===== config.mk =====
export PLATFORM = sky130hd
export DESIGN_NAME = dmem_bridge
export DESIGN_NICKNAME = d
export VERILOG_FILES = /design/src/rtl/dmem_bridge.sv
export SDC_FILE = /design/constraint.sdc
export NUM_CORES = 1
export LEC_CHECK = 0
export CORE_MARGIN = 1
export CORE_UTILIZATION = 35
export DETAILED_ROUTE_END_ITERATION = 8
export PLACE_DENSITY_LB_ADDON = 0.1
export SLEW_MARGIN = 20
export SYNTH_ARGS = -nofsm -noshare
export SYNTH_HDL_FRONTEND = slang
export SYNTH_SLANG_ARGS = --single-unit

===== constraint.sdc =====
create_clock -name clk -period 3.05 [get_ports clk]
set_input_delay 0.61 -clock clk [delete_from_list [all_inputs] [get_ports clk]]
set_output_delay 0.61 -clock clk [all_outputs]
set_load 0.02 [all_outputs]

===== src/rtl/dmem_bridge.sv =====
// -----------------------------------------------------------------------------
// dmem_bridge
//   Connects a single-issue core's data-memory port to a simple req/ack bus.
//   Loads stall the core until read data returns. Stores either stall the same
//   way, or go into a small posted-write FIFO so the core can carry on. All
//   buffered writes reach the bus, in order, before any load is issued.
//
// Build option:
//   DMEM_BRIDGE_WBUF_EN  defined   -> posted-write buffer of WBUF_DEPTH entries
//                        undefined -> no buffer; every store stalls until acked
//
// Ports:
//   clk, rst        clock; asynchronous active-high reset
//   cpu_addr/din    byte address and store data from the core
//   cpu_r/cpu_w     byte read/write strobes (write wins if both are set)
//   cpu_dout        last load data, updated on each read ack
//   cpu_stall       core holds its request while this is high
//   bus_req/we/addr/wdata/be  registered bus request, held until acked
//   bus_ack/rdata   slave completion and read data
// -----------------------------------------------------------------------------
module dmem_bridge #(
  parameter int XLEN       = 32,
  parameter int WBUF_DEPTH = 2
) (
  input  logic              clk,
  input  logic              rst,
  input  logic [XLEN-1:0]   cpu_addr,
  input  logic [XLEN-1:0]   cpu_din,
  input  logic [XLEN/8-1:0] cpu_r,
  input  logic [XLEN/8-1:0] cpu_w,
  output logic [XLEN-1:0]   cpu_dout,
  output logic              cpu_stall,
  output logic              bus_req,
  output logic              bus_we,
  output logic [XLEN-1:0]   bus_addr,
  output logic [XLEN-1:0]   bus_wdata,
  output logic [XLEN/8-1:0] bus_be,
  input  logic              bus_ack,
  input  logic [XLEN-1:0]   bus_rdata
);

  localparam int BW = XLEN / 8;
  localparam logic [XLEN-1:0] LANE_MASK = XLEN'(BW - 1);

`ifdef DMEM_BRIDGE_WBUF_EN
  typedef enum logic [1:0] {S_IDLE, S_WRITE, S_DRAIN, S_READ} state_t;
`else
  typedef enum logic [1:0] {S_IDLE, S_WRITE, S_READ} state_t;
`endif

  state_t            r_state;
  logic              r_bus_req;
  logic              r_bus_we;
  logic [XLEN-1:0]   r_bus_addr;
  logic [XLEN-1:0]   r_bus_wdata;
  logic [BW-1:0]     r_bus_be;
  logic [XLEN-1:0]   r_cpu_dout;
  // High for the one cycle after a stalling access completes: the core still
  // presents that same request, so it must be released, not restarted.
  logic              r_done;

  logic              w_store;
  logic              w_load;
  logic              w_ack;
  logic [XLEN-1:0]   w_addr_al;

  assign w_store   = |cpu_w;
  assign w_load    = (|cpu_r) && !w_store;
  assign w_ack     = r_bus_req && bus_ack;
  assign w_addr_al = cpu_addr & ~LANE_MASK;

  assign bus_req   = r_bus_req;
  assign bus_we    = r_bus_we;
  assign bus_addr  = r_bus_addr;
  assign bus_wdata = r_bus_wdata;
  assign bus_be    = r_bus_be;
  assign cpu_dout  = r_cpu_dout;

`ifdef DMEM_BRIDGE_WBUF_EN
  localparam int PW = $clog2(WBUF_DEPTH);
  localparam logic [PW:0] FULL_CNT = (PW+1)'(WBUF_DEPTH);
  localparam logic [PW:0] ONE_CNT  = (PW+1)'(1);

  logic [XLEN-1:0] r_wb_addr [WBUF_DEPTH];
  logic [XLEN-1:0] r_wb_data [WBUF_DEPTH];
  logic [BW-1:0]   r_wb_be   [WBUF_DEPTH];
  logic [PW-1:0]   r_wr_ptr;
  logic [PW-1:0]   r_rd_ptr;
  logic [PW:0]     r_count;

  logic            w_full;
  logic            w_pop;
  logic            w_push;
  logic            w_store_blk;
  logic [PW-1:0]   w_next_ptr;

  assign w_full      = (r_count == FULL_CNT);
  assign w_pop       = ((r_state == S_WRITE) || (r_state == S_DRAIN)) && w_ack;
  // A pop in the same cycle frees the slot, so a full buffer still accepts.
  assign w_store_blk = w_full && !w_pop;
  assign w_push      = w_store && !w_store_blk;
  assign w_next_ptr  = r_rd_ptr + PW'(1);
  assign cpu_stall   = !rst && (w_store ? w_store_blk : (w_load && !r_done));

  // NOTE: the entry storage has no reset; the pointers and count alone say
  // which entries are valid, so clearing the array would buy nothing.
  always_ff @(posedge clk) begin
    if (w_push) begin
      r_wb_addr[r_wr_ptr] <= w_addr_al;
      r_wb_data[r_wr_ptr] <= cpu_din;
      r_wb_be[r_wr_ptr]   <= cpu_w;
    end
  end

  always_ff @(posedge clk or posedge rst) begin
    if (rst) begin
      r_wr_ptr <= '0;
      r_rd_ptr <= '0;
      r_count  <= '0;
    end else begin
      if (w_push) r_wr_ptr <= r_wr_ptr + PW'(1);
      if (w_pop)  r_rd_ptr <= w_next_ptr;
      case ({w_push, w_pop})
        2'b10:   r_count <= r_count + ONE_CNT;
        2'b01:   r_count <= r_count - ONE_CNT;
        default: r_count <= r_count;
      endcase
    end
  end
`else
  // The buffer depth has no meaning without the buffer.
  logic w_unused_depth;
  assign w_unused_depth = ^WBUF_DEPTH;

  assign cpu_stall = !rst && ((r_state != S_IDLE) || ((w_store || w_load) && !r_done));
`endif

  // NOTE: every register here uses non-blocking assignment so all state
  // updates see the pre-edge values, matching the hardware they describe.
  always_ff @(posedge clk or posedge rst) begin
    if (rst) begin
      r_state     <= S_IDLE;
      r_bus_req   <= 1'b0;
      r_bus_we    <= 1'b0;
      r_bus_addr  <= '0;
      r_bus_wdata <= '0;
      r_bus_be    <= '0;
      r_cpu_dout  <= '0;
      r_done      <= 1'b0;
    end else begin
      r_done <= 1'b0;
      unique case (r_state)
`ifdef DMEM_BRIDGE_WBUF_EN
        S_IDLE: begin
          if (r_count != '0) begin
            // A waiting load turns the write-out into a drain toward the read.
            r_bus_req   <= 1'b1;
            r_bus_we    <= 1'b1;
            r_bus_addr  <= r_wb_addr[r_rd_ptr];
            r_bus_wdata <= r_wb_data[r_rd_ptr];
            r_bus_be    <= r_wb_be[r_rd_ptr];
            r_state     <= (w_load && !r_done) ? S_DRAIN : S_WRITE;
          end else if (w_load && !r_done) begin
            r_bus_req   <= 1'b1;
            r_bus_we    <= 1'b0;
            r_bus_addr  <= w_addr_al;
            r_bus_wdata <= '0;
            r_bus_be    <= cpu_r;
            r_state     <= S_READ;
          end
        end
        S_DRAIN: begin
          if (w_ack) begin
            if (r_count == ONE_CNT) begin
              r_bus_we    <= 1'b0;
              r_bus_addr  <= w_addr_al;
              r_bus_wdata <= '0;
              r_bus_be    <= cpu_r;
              r_state     <= S_READ;
            end else begin
              r_bus_addr  <= r_wb_addr[w_next_ptr];
              r_bus_wdata <= r_wb_data[w_next_ptr];
              r_bus_be    <= r_wb_be[w_next_ptr];
            end
          end
        end
        S_WRITE: begin
          if (w_ack) begin
            r_bus_req <= 1'b0;
            r_state   <= S_IDLE;
          end
        end
`else
        S_IDLE: begin
          if (!r_done && w_store) begin
            r_bus_req   <= 1'b1;
            r_bus_we    <= 1'b1;
            r_bus_addr  <= w_addr_al;
            r_bus_wdata <= cpu_din;
            r_bus_be    <= cpu_w;
            r_state     <= S_WRITE;
          end else if (!r_done && w_load) begin
            r_bus_req   <= 1'b1;
            r_bus_we    <= 1'b0;
            r_bus_addr  <= w_addr_al;
            r_bus_wdata <= '0;
            r_bus_be    <= cpu_r;
            r_state     <= S_READ;
          end
        end
        S_WRITE: begin
          if (w_ack) begin
            r_bus_req <= 1'b0;
            r_done    <= 1'b1;
            r_state   <= S_IDLE;
          end
        end
`endif
        S_READ: begin
          if (w_ack) begin
            r_bus_req  <= 1'b0;
            r_cpu_dout <= bus_rdata;
            r_done     <= 1'b1;
            r_state    <= S_IDLE;
          end
        end
        default: r_state <= S_IDLE;
      endcase
    end
  end

endmodule

==> impl_results.md <==
- Tmin final: 2.859 ns
- Final setup TNS: 0 ns
- H-tree Lvls: 3
- # Post-CTS Setup Buffers: 0
- Critical path type: in -> out
- Post-CTS Hold Fix Bufs: 0
- CTS clock-pin slew for the worst setup and hold paths: 0.09 ns
- P&R area growth vs syn: 61.30%
- Clock Path Buffers: 2
- Root Buffer: clkbuf_8
- Final period util: 0.9375
- CP startpoint kind: input port
- GRT overflow: 0
- Starting DRT DRC Count: 134
- Layout Nets: 636
- Post-synth ARST share: 1.000
- Seq/Total Area, Yosys: 0.6540
- Clock latency on the worst-skew pair: 0.37 ns
- Antenna-violating nets left: 0
- Maximum VDD drop: 0.5310 mV
- Max cap viols: 0
- IO Count: 210
- Routed len/inst: 14.79 um
- Hold Path Class: reg -> reg
- Number of global-route vias before repair: 2,993
- Critical Path AT: 2.25 ns
- Final setup violation count: 0
- Via-per-instance ratio: 4.690
- Initial core utilization: 0.3620
- Top-count cell post-synth: dfrtp_1
- Global-route wire length before repair: 15,060 um
- Die height: 108.1 um
- Status: complete, no violations
- #FFs+latches synth: 103
- RSZ-0062 raised after global routing: false
- First-pass iteration count of the detailed router: 4
- Top cells by area in the synthesized netlist: dfrtp_1, mux2_2, nand2_1
- Vias: 3,152
- DRC violation count after routing: 0
- N_diodes: 0
- Achievable clock frequency: 349.7 MHz
- Dominant register cell in the synthesized netlist: dfrtp_1
- Initial antenna violation count: 0
- CP Capture Type: output port
- CP Max Fanout: 2
- DIE AREA: 11,690 um^2
- Synth cell types: 23
- Post-synth top cells: dfrtp_1, nand2_1, a22o_1, mux2_2, buf_2
- Leak: 2.915 nW
- P per Cell Area: 1034 nW/um^2
- Final GP Congestion: 0.7682
- Area share of the largest cell type after synthesis: 0.6540
- Sink Count: 103
- CTS tree: done
- Area leader, netlist: dfrtp_1
- Die Wd: 108.1 um
- YS warnings: 0
- Tot GR Track Use: 0.1689
- TritonCTS Buffers: 9
- Post-synth EDFFs: 0
- Total wire length: 9936 um
- Core area: 10,890 um^2
- Syn_area_per_cell: 12.24 um^2
- Final slew viol count: 0
- Port bufs: 205
- Worst path required time: 2.44 ns
- Dpl cell area: 6155 um^2
- Largest net degree at the start of global routing: 65
- Layout cells sized above 1: 0.1147
- Post-Syn Area: 3941 um^2
- Post-cts resize count: 0
- Post-route cell area: 6357 um^2
- Synthesized instance count: 322
- Final Hold Vio Count: 0
- Post-DP HPWL: 7150 um
- Clock skew: 0.009460 ns
- Core Rows: 38
sequential cells by signal, summed over array words and instances, names as in the netlist:
signal / flops
bus_wdata: 32
bus_we: 1
bus_addr: 30
bus_req: 1
r_done: 1
cpu_dout: 32
bus_be: 4
r_state: 2
worst max-delay path: stages:
cell and delay [ns]:
clkdlybuf4s50_1 0.45, nor4_2 0.32, a21o_1 0.22, a21oi_1 0.08, clkdlybuf4s50_1 0.57
power by group:
| group | leakage (nW) | total, mW | internal [mW] | switching (mW) |
|---|---|---|---|---|
| Clock | 0.0994 | 0.878 | 0.393 | 0.485 |
| Sequential | 1.30 | 2.30 | 1.98 | 0.327 |
| Combinational | 1.52 | 3.40 | 1.65 | 1.74 |
layout by cell type, fill, tap and decap left out, types with 2 or more instances in the layout:
cell type        count
a21o_1               2
a21oi_1              5
a22o_1              32
a32o_1               2
buf_12               2
buf_4                6
clkbuf_8             9
clkdlybuf4s50_1    205
clkinvlp_4           2
conb_1               2
dfrtp_1            103
ha_1                 2
inv_1                3
inv_6                2
mux2_2              32
nand2_1             93
nand2b_1             2
nor2_1               5
o21ai_0              8
o21ai_1              2
layout make-up:
class | instances | area, um^2
inverter | 4 | 18.77
fill | 965 | 4531
multi-input combinational | 196 | 1246
clock inverter | 6 | 75.07
timing repair buffer | 213 | 2137
sequential | 103 | 2577
tap | 140 | 175.2
clock buffer | 10 | 127.6
layer usage:
layer | part of all wire | vias to the layer above | global-route usage
met5 | 0 | - | 0
met4 | 0.017 | 0 | 0.06849
met3 | 0.098 | 14 | 0.06450
met2 | 0.47 | 123 | 0.2648
met1 | 0.42 | 1524 | 0.2090
li1 | - | 1491 | -
path summary, 6_finish.rpt:
path	to	startpoint	depth (start not counted)	slack (ns)
worst max-delay path	cpu_stall	cpu_w[0]	5	0.19
worst min-delay path	bus_addr[10]	bus_addr[10]	2	0.48
worst max register to register	bus_wdata[16]	r_state[1]	6	1.19
worst min register to register	bus_addr[10]	bus_addr[10]	2	0.48
max in group asynchronous	cpu_dout[7]	rst	3	1.74
min in group asynchronous	bus_wdata[28]	rst	2	0.61
cell families after synthesis:
logic type | Yosys count | share of synthesized area
buf+inv | 24 | 0.03269
compound gates | 55 | 0.1057
mux | 32 | 0.09143
fa+ha+maj | 2 | 0.006348
simple gates | 105 | 0.1089
other cells | 1 | 0.0009515
flops | 103 | 0.6540
per-stage QoR:
| step | util | std cells | setup WS (ns) | total power [mW] | hold WS, ns |
|---|---|---|---|---|---|
| 6_report | 0.5839 | 672 | 0.1908 | 6.577 | 0.4812 |
| 5_1_grt | 0.5839 | 672 | 0.1307 | 6.981 | 0.5076 |
| 4_1_cts | 0.5839 | 672 | 0.1902 | 6.673 | 0.4872 |
| 3_5_place_dp | 0.5653 | 656 | 0.1960 | 5.767 | 0.4615 |
| 3_3_place_gp | 0.5653 | 656 | 0.2069 | 5.710 | 0.4578 |
| 2_1_floorplan | - | 323 | 1.028 | 4.129 | 0.5163 |
Note: power is estimated with default switching activity, not from simulation.
